==> config.mk <==
export PLATFORM = sky130hd
export DESIGN_NAME = dsplit_s4_flat
export DESIGN_NICKNAME = d
export VERILOG_FILES = /design/src/rtl/dsplit_s4_pkg.sv /design/src/rtl/dsplit_s4_if.sv /design/src/rtl/dsplit_s4_credit.sv /design/src/rtl/dsplit_s4.sv /design/src/flat_wrapper.sv
export SDC_FILE = /design/constraint.sdc
export NUM_CORES = 1
export LEC_CHECK = 0
export CORE_AREA = 2 2 214 216
export CTS_BUF_LIST = sky130_fd_sc_hd__clkbuf_16
export CTS_CLUSTER_SIZE = 20
export DETAILED_ROUTE_END_ITERATION = 6
export DIE_AREA = 0 0 216 218
export MAX_ROUTING_LAYER = met4
export PLACE_DENSITY_LB_ADDON = 0.05
export SLEW_MARGIN = 10
export SYNTH_ARGS = -nofsm -noshare
export SYNTH_HDL_FRONTEND = slang
export SYNTH_HIERARCHICAL = 1
export SYNTH_SLANG_ARGS = --single-unit
==> constraint.sdc <==
create_clock -name CLK -period 8.5 [get_ports CLK]
set_input_delay 0.85 -clock CLK [delete_from_list [all_inputs] [get_ports CLK]]
set_output_delay 0.85 -clock CLK [all_outputs]
set_load 0.02 [all_outputs]
==> src/rtl/dsplit_s4_pkg.sv <==
// Shared types for the dsplit_s4 tagged-data dispatcher: destination codes,
// destination count and data width.
package dsplit_pkg;

    typedef enum logic [2:0] {
        DST_LOCAL  = 3'd0,
        DST_STREAM = 3'd1,
        DST_NET    = 3'd2,
        DST_H      = 3'd3,
        DST_V      = 3'd4,
        DST_D      = 3'd5,
        DST_INV    = 3'd6,
        DST_BCAST  = 3'd7
    } dest_t;

    localparam int NDEST  = 6;
    localparam int DATA_W = 64;

    // Codes 0..5 address exactly one destination.
    function automatic logic is_unicast(dest_t d);
        return d <= DST_D;
    endfunction

endpackage

==> src/rtl/dsplit_s4_if.sv <==
// EU-side handshake plus the six destination links of dsplit_s4.
// master = EU/far-end side, slave = dispatcher.
interface dsplit_s4_if #(parameter int TagWidth = 11);

    localparam int WW = TagWidth + 64;

    logic                IVALID;
    logic                IREADY;
    logic [2:0]          IDEST;
    logic [TagWidth-1:0] ITAG;
    logic [63:0]         IDATA;

    logic LocalDRDY, StreamDRDY, NetDRDY, DRDYH, DRDYV, DRDYD;
    logic [WW-1:0] LocalDATA, StreamDATA, NetDATA, DATAH, DATAV, DATAD;
    logic LocalCRET, StreamCRET, NetCRET, CRETH, CRETV, CRETD;

    logic ERR;
    logic CROVF;

    modport master (
        output IVALID, IDEST, ITAG, IDATA,
        output LocalCRET, StreamCRET, NetCRET, CRETH, CRETV, CRETD,
        input  IREADY,
        input  LocalDRDY, StreamDRDY, NetDRDY, DRDYH, DRDYV, DRDYD,
        input  LocalDATA, StreamDATA, NetDATA, DATAH, DATAV, DATAD,
        input  ERR, CROVF
    );

    modport slave (
        input  IVALID, IDEST, ITAG, IDATA,
        input  LocalCRET, StreamCRET, NetCRET, CRETH, CRETV, CRETD,
        output IREADY,
        output LocalDRDY, StreamDRDY, NetDRDY, DRDYH, DRDYV, DRDYD,
        output LocalDATA, StreamDATA, NetDATA, DATAH, DATAV, DATAD,
        output ERR, CROVF
    );

endinterface

==> src/rtl/dsplit_s4_credit.sv <==
// One per-destination credit counter mirroring a far-end receive FIFO.
// Starts full, saturates at CREDITS, flags a sticky overflow on a surplus return.
module dsplit_credit #(
    parameter int CREDITS = 16
) (
    input  logic CLK,
    input  logic RESET,
    input  logic dec,
    input  logic inc,
    output logic nonzero,
    output logic ovf
);

    localparam int            CW   = $clog2(CREDITS + 1);
    localparam logic [CW-1:0] FULL = CW'(CREDITS);

    logic [CW-1:0] count;

    // NOTE: sequential state uses non-blocking assignments so every register
    // samples pre-edge values regardless of process ordering.
    always_ff @(posedge CLK) begin
        if (RESET) begin
            count <= FULL;
            ovf   <= 1'b0;
        end else begin
            if (inc && count == FULL) ovf <= 1'b1;
            if (dec && !inc) begin
                count <= count - CW'(1);
            end else if (inc && !dec && count != FULL) begin
                count <= count + CW'(1);
            end
        end
    end

    assign nonzero = (count != '0);

endmodule

==> src/rtl/dsplit_s4.sv <==
// dsplit_s4: routes one {tag, data} word per cycle from the EU to one of six
// credit-tracked destinations. Optional broadcast to H/V/D: DSPLIT_BCAST_EN.
module dsplit_s4
    import dsplit_pkg::*;
#(
    parameter int TagWidth = 11,
    parameter int CREDITS  = 16
) (
    input logic         CLK,
    input logic         RESET,
    dsplit_s4_if.slave  bus
);

    typedef struct packed {
        logic [TagWidth-1:0] tag;
        logic [DATA_W-1:0]   data;
    } word_t;

    dest_t            dest;
    word_t            word;
    logic [NDEST-1:0] nz, cret, sel, take, ovf, drdy_q;
    logic             ready, bad, accept, err_q;
    word_t            data_q [NDEST];

    assign dest = dest_t'(bus.IDEST);
    assign word = {bus.ITAG, bus.IDATA};
    assign cret = {bus.CRETD, bus.CRETV, bus.CRETH,
                   bus.NetCRET, bus.StreamCRET, bus.LocalCRET};

    // NOTE: every always_comb output gets a default first so no path infers a latch.
    always_comb begin
        ready = 1'b1;
        sel   = '0;
        bad   = 1'b0;
        if (is_unicast(dest)) begin
            for (int k = 0; k < NDEST; k++) begin
                if (bus.IDEST == 3'(k)) begin
                    ready  = nz[k];
                    sel[k] = 1'b1;
                end
            end
        end
`ifdef DSPLIT_BCAST_EN
        else if (dest == DST_BCAST) begin
            ready = nz[DST_H] & nz[DST_V] & nz[DST_D];
            sel   = 6'b111000;
        end
`endif
        else begin
            bad = 1'b1;
        end
    end

    // IREADY is a function of IDEST and credit state only; IVALID only qualifies accept.
    assign bus.IREADY = ~RESET & ready;
    assign accept     = bus.IVALID & ~RESET & ready;
    assign take       = sel & {NDEST{accept}};

    for (genvar k = 0; k < NDEST; k++) begin : g_credit
        dsplit_credit #(.CREDITS(CREDITS)) u_credit (
            .CLK     (CLK),
            .RESET   (RESET),
            .dec     (take[k]),
            .inc     (cret[k]),
            .nonzero (nz[k]),
            .ovf     (ovf[k])
        );
    end

    // NOTE: the data registers are reset too, because outputs must read 0 out of reset.
    always_ff @(posedge CLK) begin
        if (RESET) begin
            drdy_q <= '0;
            err_q  <= 1'b0;
            for (int k = 0; k < NDEST; k++) data_q[k] <= '0;
        end else begin
            drdy_q <= take;
            err_q  <= accept & bad;
            for (int k = 0; k < NDEST; k++) begin
                if (take[k]) data_q[k] <= word;
            end
        end
    end

    assign bus.LocalDRDY  = drdy_q[DST_LOCAL];
    assign bus.StreamDRDY = drdy_q[DST_STREAM];
    assign bus.NetDRDY    = drdy_q[DST_NET];
    assign bus.DRDYH      = drdy_q[DST_H];
    assign bus.DRDYV      = drdy_q[DST_V];
    assign bus.DRDYD      = drdy_q[DST_D];

    assign bus.LocalDATA  = data_q[DST_LOCAL];
    assign bus.StreamDATA = data_q[DST_STREAM];
    assign bus.NetDATA    = data_q[DST_NET];
    assign bus.DATAH      = data_q[DST_H];
    assign bus.DATAV      = data_q[DST_V];
    assign bus.DATAD      = data_q[DST_D];

    assign bus.ERR   = err_q;
    assign bus.CROVF = |ovf;

endmodule

==> src/flat_wrapper.sv <==
// flat-port wrapper written by rule: the top's interface ports become plain ports
module dsplit_s4_flat import dsplit_pkg::*;
#(
    parameter int TagWidth = 11,
    parameter int CREDITS  = 16
)
  (CLK, RESET, bus_IVALID, bus_IDEST, bus_ITAG, bus_IDATA, bus_LocalCRET, bus_StreamCRET, bus_NetCRET, bus_CRETH, bus_CRETV, bus_CRETD, bus_IREADY, bus_LocalDRDY, bus_StreamDRDY, bus_NetDRDY, bus_DRDYH, bus_DRDYV, bus_DRDYD, bus_LocalDATA, bus_StreamDATA, bus_NetDATA, bus_DATAH, bus_DATAV, bus_DATAD, bus_ERR, bus_CROVF);
  dsplit_s4_if #(.TagWidth(TagWidth)) bus_i ();
  input logic CLK;
  input logic RESET;
  input wire logic [$bits(bus_i.IVALID)-1:0] bus_IVALID;
  input wire logic [$bits(bus_i.IDEST)-1:0] bus_IDEST;
  input wire logic [$bits(bus_i.ITAG)-1:0] bus_ITAG;
  input wire logic [$bits(bus_i.IDATA)-1:0] bus_IDATA;
  input wire logic [$bits(bus_i.LocalCRET)-1:0] bus_LocalCRET;
  input wire logic [$bits(bus_i.StreamCRET)-1:0] bus_StreamCRET;
  input wire logic [$bits(bus_i.NetCRET)-1:0] bus_NetCRET;
  input wire logic [$bits(bus_i.CRETH)-1:0] bus_CRETH;
  input wire logic [$bits(bus_i.CRETV)-1:0] bus_CRETV;
  input wire logic [$bits(bus_i.CRETD)-1:0] bus_CRETD;
  output wire logic [$bits(bus_i.IREADY)-1:0] bus_IREADY;
  output wire logic [$bits(bus_i.LocalDRDY)-1:0] bus_LocalDRDY;
  output wire logic [$bits(bus_i.StreamDRDY)-1:0] bus_StreamDRDY;
  output wire logic [$bits(bus_i.NetDRDY)-1:0] bus_NetDRDY;
  output wire logic [$bits(bus_i.DRDYH)-1:0] bus_DRDYH;
  output wire logic [$bits(bus_i.DRDYV)-1:0] bus_DRDYV;
  output wire logic [$bits(bus_i.DRDYD)-1:0] bus_DRDYD;
  output wire logic [$bits(bus_i.LocalDATA)-1:0] bus_LocalDATA;
  output wire logic [$bits(bus_i.StreamDATA)-1:0] bus_StreamDATA;
  output wire logic [$bits(bus_i.NetDATA)-1:0] bus_NetDATA;
  output wire logic [$bits(bus_i.DATAH)-1:0] bus_DATAH;
  output wire logic [$bits(bus_i.DATAV)-1:0] bus_DATAV;
  output wire logic [$bits(bus_i.DATAD)-1:0] bus_DATAD;
  output wire logic [$bits(bus_i.ERR)-1:0] bus_ERR;
  output wire logic [$bits(bus_i.CROVF)-1:0] bus_CROVF;
  assign bus_i.IVALID = bus_IVALID;
  assign bus_i.IDEST = bus_IDEST;
  assign bus_i.ITAG = bus_ITAG;
  assign bus_i.IDATA = bus_IDATA;
  assign bus_i.LocalCRET = bus_LocalCRET;
  assign bus_i.StreamCRET = bus_StreamCRET;
  assign bus_i.NetCRET = bus_NetCRET;
  assign bus_i.CRETH = bus_CRETH;
  assign bus_i.CRETV = bus_CRETV;
  assign bus_i.CRETD = bus_CRETD;
  assign bus_IREADY = bus_i.IREADY;
  assign bus_LocalDRDY = bus_i.LocalDRDY;
  assign bus_StreamDRDY = bus_i.StreamDRDY;
  assign bus_NetDRDY = bus_i.NetDRDY;
  assign bus_DRDYH = bus_i.DRDYH;
  assign bus_DRDYV = bus_i.DRDYV;
  assign bus_DRDYD = bus_i.DRDYD;
  assign bus_LocalDATA = bus_i.LocalDATA;
  assign bus_StreamDATA = bus_i.StreamDATA;
  assign bus_NetDATA = bus_i.NetDATA;
  assign bus_DATAH = bus_i.DATAH;
  assign bus_DATAV = bus_i.DATAV;
  assign bus_DATAD = bus_i.DATAD;
  assign bus_ERR = bus_i.ERR;
  assign bus_CROVF = bus_i.CROVF;
  dsplit_s4 #(.TagWidth(TagWidth), .CREDITS(CREDITS)) u_core (.CLK(CLK), .RESET(RESET), .bus(bus_i));
endmodule
==> results of run 1 <==
==> cells by family after synthesis <==
| logic type | Yosys count | share of synthesized area, % |
|---|---|---|
| mux | 7 | 0.3643 |
| xor+xnor | 18 | 0.8196 |
| simple gates | 577 | 18.94 |
| buf+inv | 70 | 1.535 |
| flops | 493 | 74.73 |
| compound gates | 80 | 2.830 |
| fa+ha+maj | 12 | 0.7806 |
==> Yosys cell counts <==
| library cell | count |
|---|---|
| nor2b_1 | 8 |
| clkinv_2 | 6 |
| buf_2 | 11 |
| nand2b_1 | 1 |
| nor4_1 | 3 |
| edfxtp_1 | 450 |
| nor4_2 | 6 |
| clkbuf_2 | 9 |
| and3b_1 | 2 |
| mux2i_1 | 7 |
| nand2b_4 | 6 |
| nor3_2 | 6 |
| dfxtp_1 | 43 |
| a31oi_1 | 18 |
| nor4_4 | 2 |
| a21oi_1 | 24 |
| a32o_1 | 1 |
| a31o_2 | 6 |
| and2_1 | 449 |
| or2_1 | 6 |
| nand2_1 | 15 |
| a2111oi_0 | 1 |
| o31a_1 | 6 |
| nand3b_2 | 1 |
| inv_1 | 14 |
| o21a_1 | 6 |
| o21ai_0 | 6 |
| or3_1 | 6 |
| a311oi_1 | 6 |
| clkbuf_1 | 30 |
| ha_1 | 12 |
| nor2_1 | 27 |
| and4_1 | 2 |
| and3_1 | 4 |
| xnor2_1 | 18 |
| nor3_1 | 20 |
| nor3b_2 | 1 |
| or2b_1 | 6 |
| or2_2 | 6 |
| a2111oi_1 | 6 |
==> sequential cells by signal, summed over array words and instances (netlist names) <==
name and cells:
u_core/bus.ERR 1, u_core/data_q 450, u_core/drdy_q 6, u_core/g_credit.u_credit/count 30, u_core/g_credit.u_credit/ovf 6
==> routing by layer <==
layer | vias up | global-route usage (%) | wire length [um]
met5 | - | - | 0
met4 | 0 | 7.808 | 1690
met3 | 89 | 5.774 | 3362
met2 | 412 | 40.58 | 28510
met1 | 5891 | 30.02 | 23370
li1 | 5586 | - | -
==> cells in the final DEF (no fill, tap or decap), drive strengths merged <==
cell type / n
a31o: 6
nor2b: 8
edfxtp: 450
clkbuf: 55
a2111oi: 7
a21oi: 24
nand2: 15
and4: 2
or3: 6
a311oi: 6
a32o: 1
buf: 14
clkdlybuf4s50: 544
nor2: 27
nor3b: 1
o21a: 6
diode: 5
and3b: 2
bufinv: 4
nor3: 26
and2: 449
o21ai: 6
a31oi: 18
o31a: 6
and3: 4
clkinv: 32
nand3b: 1
or2b: 6
or2: 12
nand2b: 7
ha: 12
inv: 29
xnor2: 18
mux2i: 7
nor4: 11
dfxtp: 43
==> power by group through the flow <==
stage / Combinational, mW / Clock (mW) / Sequential (mW)
3_5_place_dp: 0.651 / 0 / 2.87
6_report: 0.644 / 2.21 / 2.82
4_1_cts: 0.653 / 2.26 / 2.82
3_3_place_gp: 0.646 / 0 / 2.87
2_1_floorplan: 0.176 / 0 / 2.99
5_1_grt: 0.685 / 2.36 / 2.84
==> through the flow <==
step / std cells / util (%)
2_1_floorplan: 1257 / -
3_3_place_gp: 2365 / 56.45
3_5_place_dp: 2365 / 56.45
4_1_cts: 2465 / 60.18
5_1_grt: 2468 / 60.20
6_report: 2470 / 60.21
==> final cells by class <==
type | instances | area (um^2) | share of cell area, %
Clock buffer | 55 | 1376 | 5.092
Antenna cell | 5 | 12.51 | 0.04629
Clock inverter | 45 | 297.8 | 1.102
Tap cell | 600 | 750.7 | 2.778
Sequential cell | 493 | 14370 | 53.18
Multi-Input combinational cell | 694 | 4587 | 16.97
Timing Repair Buffer | 558 | 5548 | 20.53
Inverter | 20 | 82.58 | 0.3055
==> worst paths after layout <==
kind	from	endpoint	slack [ns]	depth (start not counted)
max reg2reg	u_core/g_credit[4].u_credit/count[2]	u_core/g_credit[0].u_credit/count[2]	4.55	12
max	bus_IDEST[2]	u_core/data_q[1][27]	4.44	6
min	u_core/g_credit[1].u_credit/ovf	u_core/g_credit[1].u_credit/ovf	0.47	2
min reg2reg	u_core/g_credit[1].u_credit/ovf	u_core/g_credit[1].u_credit/ovf	0.47	2
==> worst max-delay path, delay by kind of cell <==
kind                   cells  cell delay (ns)
buffers and inverters      3             1.69
AND/OR/NAND/NOR            3             1.65
==> results.yml, run 1 <==
power:
  power_frac_comb_pct: 11.3
  pwr_total_mw: 5.680
  power.density_nw_per_um2: 210.1
  p_sw_share_pct: 23.89
  p_leak_nw: 10.07
  p_clk_share_pct: 38.9
  seqPwrFrac_pct: 49.7
  vdd_drop_max_uv: 137.0
  switchingPower_mw: 1.357
  p_int_mw: 4.323
timing:
  timing.final.crit_period_ns: 4.061
  final_hold_viol_count: 0
  grt_setup_unrepaired: "false"
  period_share_pct: 47.78
  fin_worst_hold_slack_ns: 0.4739
  final_max_slew_viol_count: 0
  relSlewSlack_pct: 22.34
  fmax_ghz: 0.2462
  postLayoutSetupSlackWorst_ns: 4.439
  max_slew.worst_pin.slew_ns: 1.165
  clock_skew_ns: 0.01893
  number_of_failing_setup_endpoints_in_the_final_timing_report: 0
  setup_total_negative_slack_ns: 0
floorplan:
  die_y_um: 218
  starting_utilization_of_the_core_area_pct: 42.85
  die_width_um: 216
  number_of_core_rows: 78
  pin_count: 546
  floorplan.die_area_um2: 47090
  core_area_um2: 44890
clock_tree:
  clock_tree_from_tritoncts: "yes"
  clk_latency_ns: 0.59
  ctsHoldBuffers: 0
  cts_repair_resize_count: 0
  htree_num_levels: 2
  post_cts_buffers: 0
  numCtsBuffers: 53
  cts_root_buffer: "clkbuf_16"
  worst_setup_hold_path_clk_slew_ns: 0.06
  clock_path_buffers: 3
  clock_sink_count: 493
global_route:
  grt_antenna_before_repair: 3
  grt_start_max_net_pins: 81
  grt_overflow: 0
  first_global_vias: 11870
  grt_pass1_wl_mm: 82.08
  grtUsageTotal_pct: 24.56
synth:
  synth-seq-area-share_pct: 74.73
  ys_seq_elements: 493
  syn-num-nets: 1356
  avgSynthCellArea_um2: 15.30
  synth.yosys.warnings: 6
  synthDominantAreaCellType: "edfxtp_1"
  syn_area_um2: 19230
  netlist_instances: 1257
  yosysUniqueCellTypes: 40
  top_cells_by_area_synth: "edfxtp_1 70%, and2_1 15%, dfxtp_1 4.5%, xnor2_1 0.82%, ha_1 0.78%"
  synth_top_area_share_pct: 70.25
cells_and_area:
  synthToLayoutAreaGrowth_pct: 40.52
  final_nets: 1919
  fin_area_um2: 27030
  nFillCells: 3523
  final_layout_size_suffix_gt1_share_pct: 7.131
drt:
  drtIter0Drc: 754
  drt-pass1-iter-count: 7
  drt_wl_total_mm: 56.93
  wl_per_cell_um: 23.05
  vias: 11980
  drc: 0
  avgViaCountPerCell: 4.849
  antenna_violating_nets_post_route: 0
min_path:
  worstHoldPathType: "reg -> reg"
placement:
  port-buffer-count: 545
  place_worst_setup_slack_ns: 3.795
  gp_congestion: 0.8079
  dpl_hpwl_mm: 39.55
  post_dp_cell_area_um2: 25340
setup_path:
  critPathMostFrequentCell: "buf_4"
  critPathArrivalTime_ns: 4.28
  cp-end-kind: "flop"
  critPathSlowestCell: "and3_2"
  required_ns: 8.72
  crit_fanout: 50
  crit_path_max_incr_delay_ns: 0.63
  timing.critical_path.from_type: "input port"
  crit_path_cell_trace: "clkdlybuf4s50_1 -> nor3b_2 -> and3_2 -> buf_4 -> or2_4 -> buf_4"
  critPathKind: "in -> reg"
flow_run:
  max-cap-violations: 0
run_status:
  status: "finished clean"
Power figures use the tool's default switching activity.
==> run 2: changes to the inputs <==
--- a/config.mk
+++ b/config.mk
@@ -5,11 +5,11 @@
 export SDC_FILE = /design/constraint.sdc
 export NUM_CORES = 1
 export LEC_CHECK = 0
-export CORE_AREA = 2 2 214 216
+export CORE_AREA = 2 2 210 212
 export CTS_BUF_LIST = sky130_fd_sc_hd__clkbuf_16
 export CTS_CLUSTER_SIZE = 20
 export DETAILED_ROUTE_END_ITERATION = 6
-export DIE_AREA = 0 0 216 218
+export DIE_AREA = 0 0 212 214
 export MAX_ROUTING_LAYER = met4
 export PLACE_DENSITY_LB_ADDON = 0.05
 export SLEW_MARGIN = 10
==> constraint.sdc (replaced) <==
create_clock -name CLK -period 4.3 [get_ports CLK]
set_input_delay 0.43 -clock CLK [delete_from_list [all_inputs] [get_ports CLK]]
set_output_delay 0.43 -clock CLK [all_outputs]
set_load 0.02 [all_outputs]
==> run 2 against run 1 <==
Compared with the run above: final area up 0.10%; clock skew up 0.0022 ns; sequential power increased by 98%; register-to-register slack lost 3.8 ns; via count rose by 0.99%; clock-buffer cell count is 2 lower; routed wire length up 1.9%; cell count decreased by 0.53%; non-clock buffer count rose by 9; setup slack got worse by 3.7 ns; critical endpoint is now u_core/g_credit[0].u_credit/count[2]; largest power group unchanged; critical path depth up 5; clock power up 92%.
==> results.yml, run 2 (synthesis results as in run 1) <==
run_status:
  status: "finished clean"
setup_path:
  required_ns: 4.76
  reg2reg_setup_slack_ns: 0.76
  cp-end-kind: "flop"
  r2r-start: "u_core/g_credit[0].u_credit/count[2]"
  timing.critical_path.from_type: "flop"
  worst-r2r-cell-count: 11
  critPathArrivalTime_ns: 4.01
  crit_fanout: 37
  critPathKind: "reg -> reg"
  r2r_end: "u_core/g_credit[0].u_credit/count[2]"
global_route:
  first_global_vias: 12140
  grt_overflow: 0
  grt_pass1_wl_mm: 83.98
  grt_antenna_before_repair: 2
  grt_start_max_net_pins: 71
  grtUsageTotal_pct: 26.27
min_path:
  worst_hold_startpoint: "RESET"
  hold-path-cell-count: 3
  destination_of_the_worst_hold_path: "u_core/drdy_q[2]"
  worstHoldPathType: "in -> reg"
placement:
  gp_congestion: 0.8322
  dpl_hpwl_mm: 40.62
  port-buffer-count: 545
timing:
  period_share_pct: 82.43
  final_max_slew_viol_count: 0
  max_slew.worst_pin.slew_ns: 0.7578
  setup_total_negative_slack_ns: 0
  final_hold_viol_count: 0
  grt_setup_unrepaired: "false"
  relSlewSlack_pct: 49.48
  fmax_ghz: 0.2821
  timing.final.crit_period_ns: 3.545
  number_of_failing_setup_endpoints_in_the_final_timing_report: 0
  clock_skew_ns: 0.02116
drt:
  avgViaCountPerCell: 4.923
  drtIter0Drc: 751
  drt_wl_total_mm: 58.00
  vias: 12100
  drt-pass1-iter-count: 7
  drc: 0
  wl_per_cell_um: 23.60
  antenna_violating_nets_post_route: 0
cells_and_area:
  final_layout_size_suffix_gt1_share_pct: 7.162
  synthToLayoutAreaGrowth_pct: 40.66
  largest_register_ffs: 450
  final_nets: 1927
  final_common_cell: "clkdlybuf4s50_1"
  nFillCells: 3278
  largestRegisters: "u_core/data_q x450, u_core/g_credit.u_credit/count x30"
  top_register: "u_core/data_q"
  final_cell_mix: "544 x clkdlybuf4s50_1, 450 x edfxtp_1, 449 x and2_1"
clock_tree:
  cts_repair_resize_count: 0
  numCtsBuffers: 52
  worst_setup_hold_path_clk_slew_ns: 0.06
  clock_sink_count: 493
  htree_num_levels: 2
  clock_path_buffers: 3
  post_cts_buffers: 0
  ctsHoldBuffers: 0
  clk_latency_ns: 0.60
  clock_tree_from_tritoncts: "yes"
  cts_root_buffer: "clkbuf_16"
floorplan:
  floorplan.die_area_um2: 45370
  pin_count: 546
  die_y_um: 214
  number_of_core_rows: 76
  core_area_um2: 42890
  die_width_um: 212
  starting_utilization_of_the_core_area_pct: 44.85
power:
  pwr_total_mw: 11.11
  p_leak_nw: 10.09
  vdd_drop_max_uv: 352.6
  power.density_nw_per_um2: 410.8
flow_run:
  max-cap-violations: 0
==> run 2: critical path, cell delays in order (launching register included) <==
cell	delay, ns
dfxtp_1	0.37
nor4_2	0.54
or2b_1	0.29
mux2i_1	0.40
and3b_2	0.49
nand2b_4	0.21
xnor2_1	0.14
ha_1	0.25
inv_1	0.06
a2111oi_1	0.44
o21a_1	0.18
nor3_2	0.04
==> run 2: final cells by class <==
type | count | area [um^2] | share of cell area (%)
timing repair buffer | 567 | 5678 | 20.99
antenna | 1 | 2.502 | 0.009249
inverter | 20 | 82.58 | 0.3052
sequential | 493 | 14370 | 53.13
clock buffer | 53 | 1326 | 4.902
clock inverter | 44 | 275.3 | 1.017
tap | 585 | 732.0 | 2.705
multi-input combinational | 694 | 4586 | 16.95
==> run 2: power breakdown <==
| part | total (mW) | leakage, nW | internal (mW) | switching, mW |
|---|---|---|---|---|
| logic | 1.30 | 4.23 | 0.550 | 0.745 |
| clock network | 4.24 | 0.837 | 2.41 | 1.83 |
| registers | 5.58 | 5.02 | 5.46 | 0.117 |
==> run 2: per-layer routing <==
| metal | part of all wire, % | global-route usage, % | vias to the layer above |
|---|---|---|---|
| met4 | 3.1 | 9.343 | 0 |
| met2 | 51 | 44.14 | 439 |
| met1 | 38 | 29.82 | 5968 |
| li1 | - | - | 5606 |
| met3 | 8.0 | 7.609 | 84 |
| met5 | 0 | - | - |
==> run 2: worst max path at each step <==
stage | start | depth (start not counted) | slack [ns] | end
3_3_place_gp | bus_IDEST[2] | 8 | 0.86 | u_core/g_credit[0].u_credit/count[3]
2_1_floorplan | u_core/g_credit[4].u_credit/count[2] | 12 | 1.25 | u_core/g_credit[0].u_credit/count[2]
3_5_place_dp | bus_IDEST[2] | 8 | 0.69 | u_core/g_credit[0].u_credit/count[3]
6_report | u_core/g_credit[0].u_credit/count[2] | 11 | 0.76 | u_core/g_credit[0].u_credit/count[2]
4_1_cts | u_core/g_credit[0].u_credit/count[2] | 11 | 0.74 | u_core/g_credit[0].u_credit/count[2]
5_1_grt | u_core/g_credit[0].u_credit/count[2] | 11 | 0.44 | u_core/g_credit[0].u_credit/count[2]
==> run 2: per-stage QoR <==
stage | instances | setup slack (ns) | hold WS, ns | utilization [%] | cell area, um^2
2_1_floorplan | 1257 | 1.246 | 0.4372 | - | 19230
3_3_place_gp | 2359 | 0.8566 | 0.4501 | 59.35 | 25450
3_5_place_dp | 2359 | 0.6874 | 0.4615 | 59.35 | 25450
4_1_cts | 2456 | 0.7399 | 0.2270 | 63.08 | 27050
5_1_grt | 2457 | 0.4401 | 0.2572 | 63.09 | 27060
6_report | 2457 | 0.7555 | 0.2468 | 63.09 | 27060
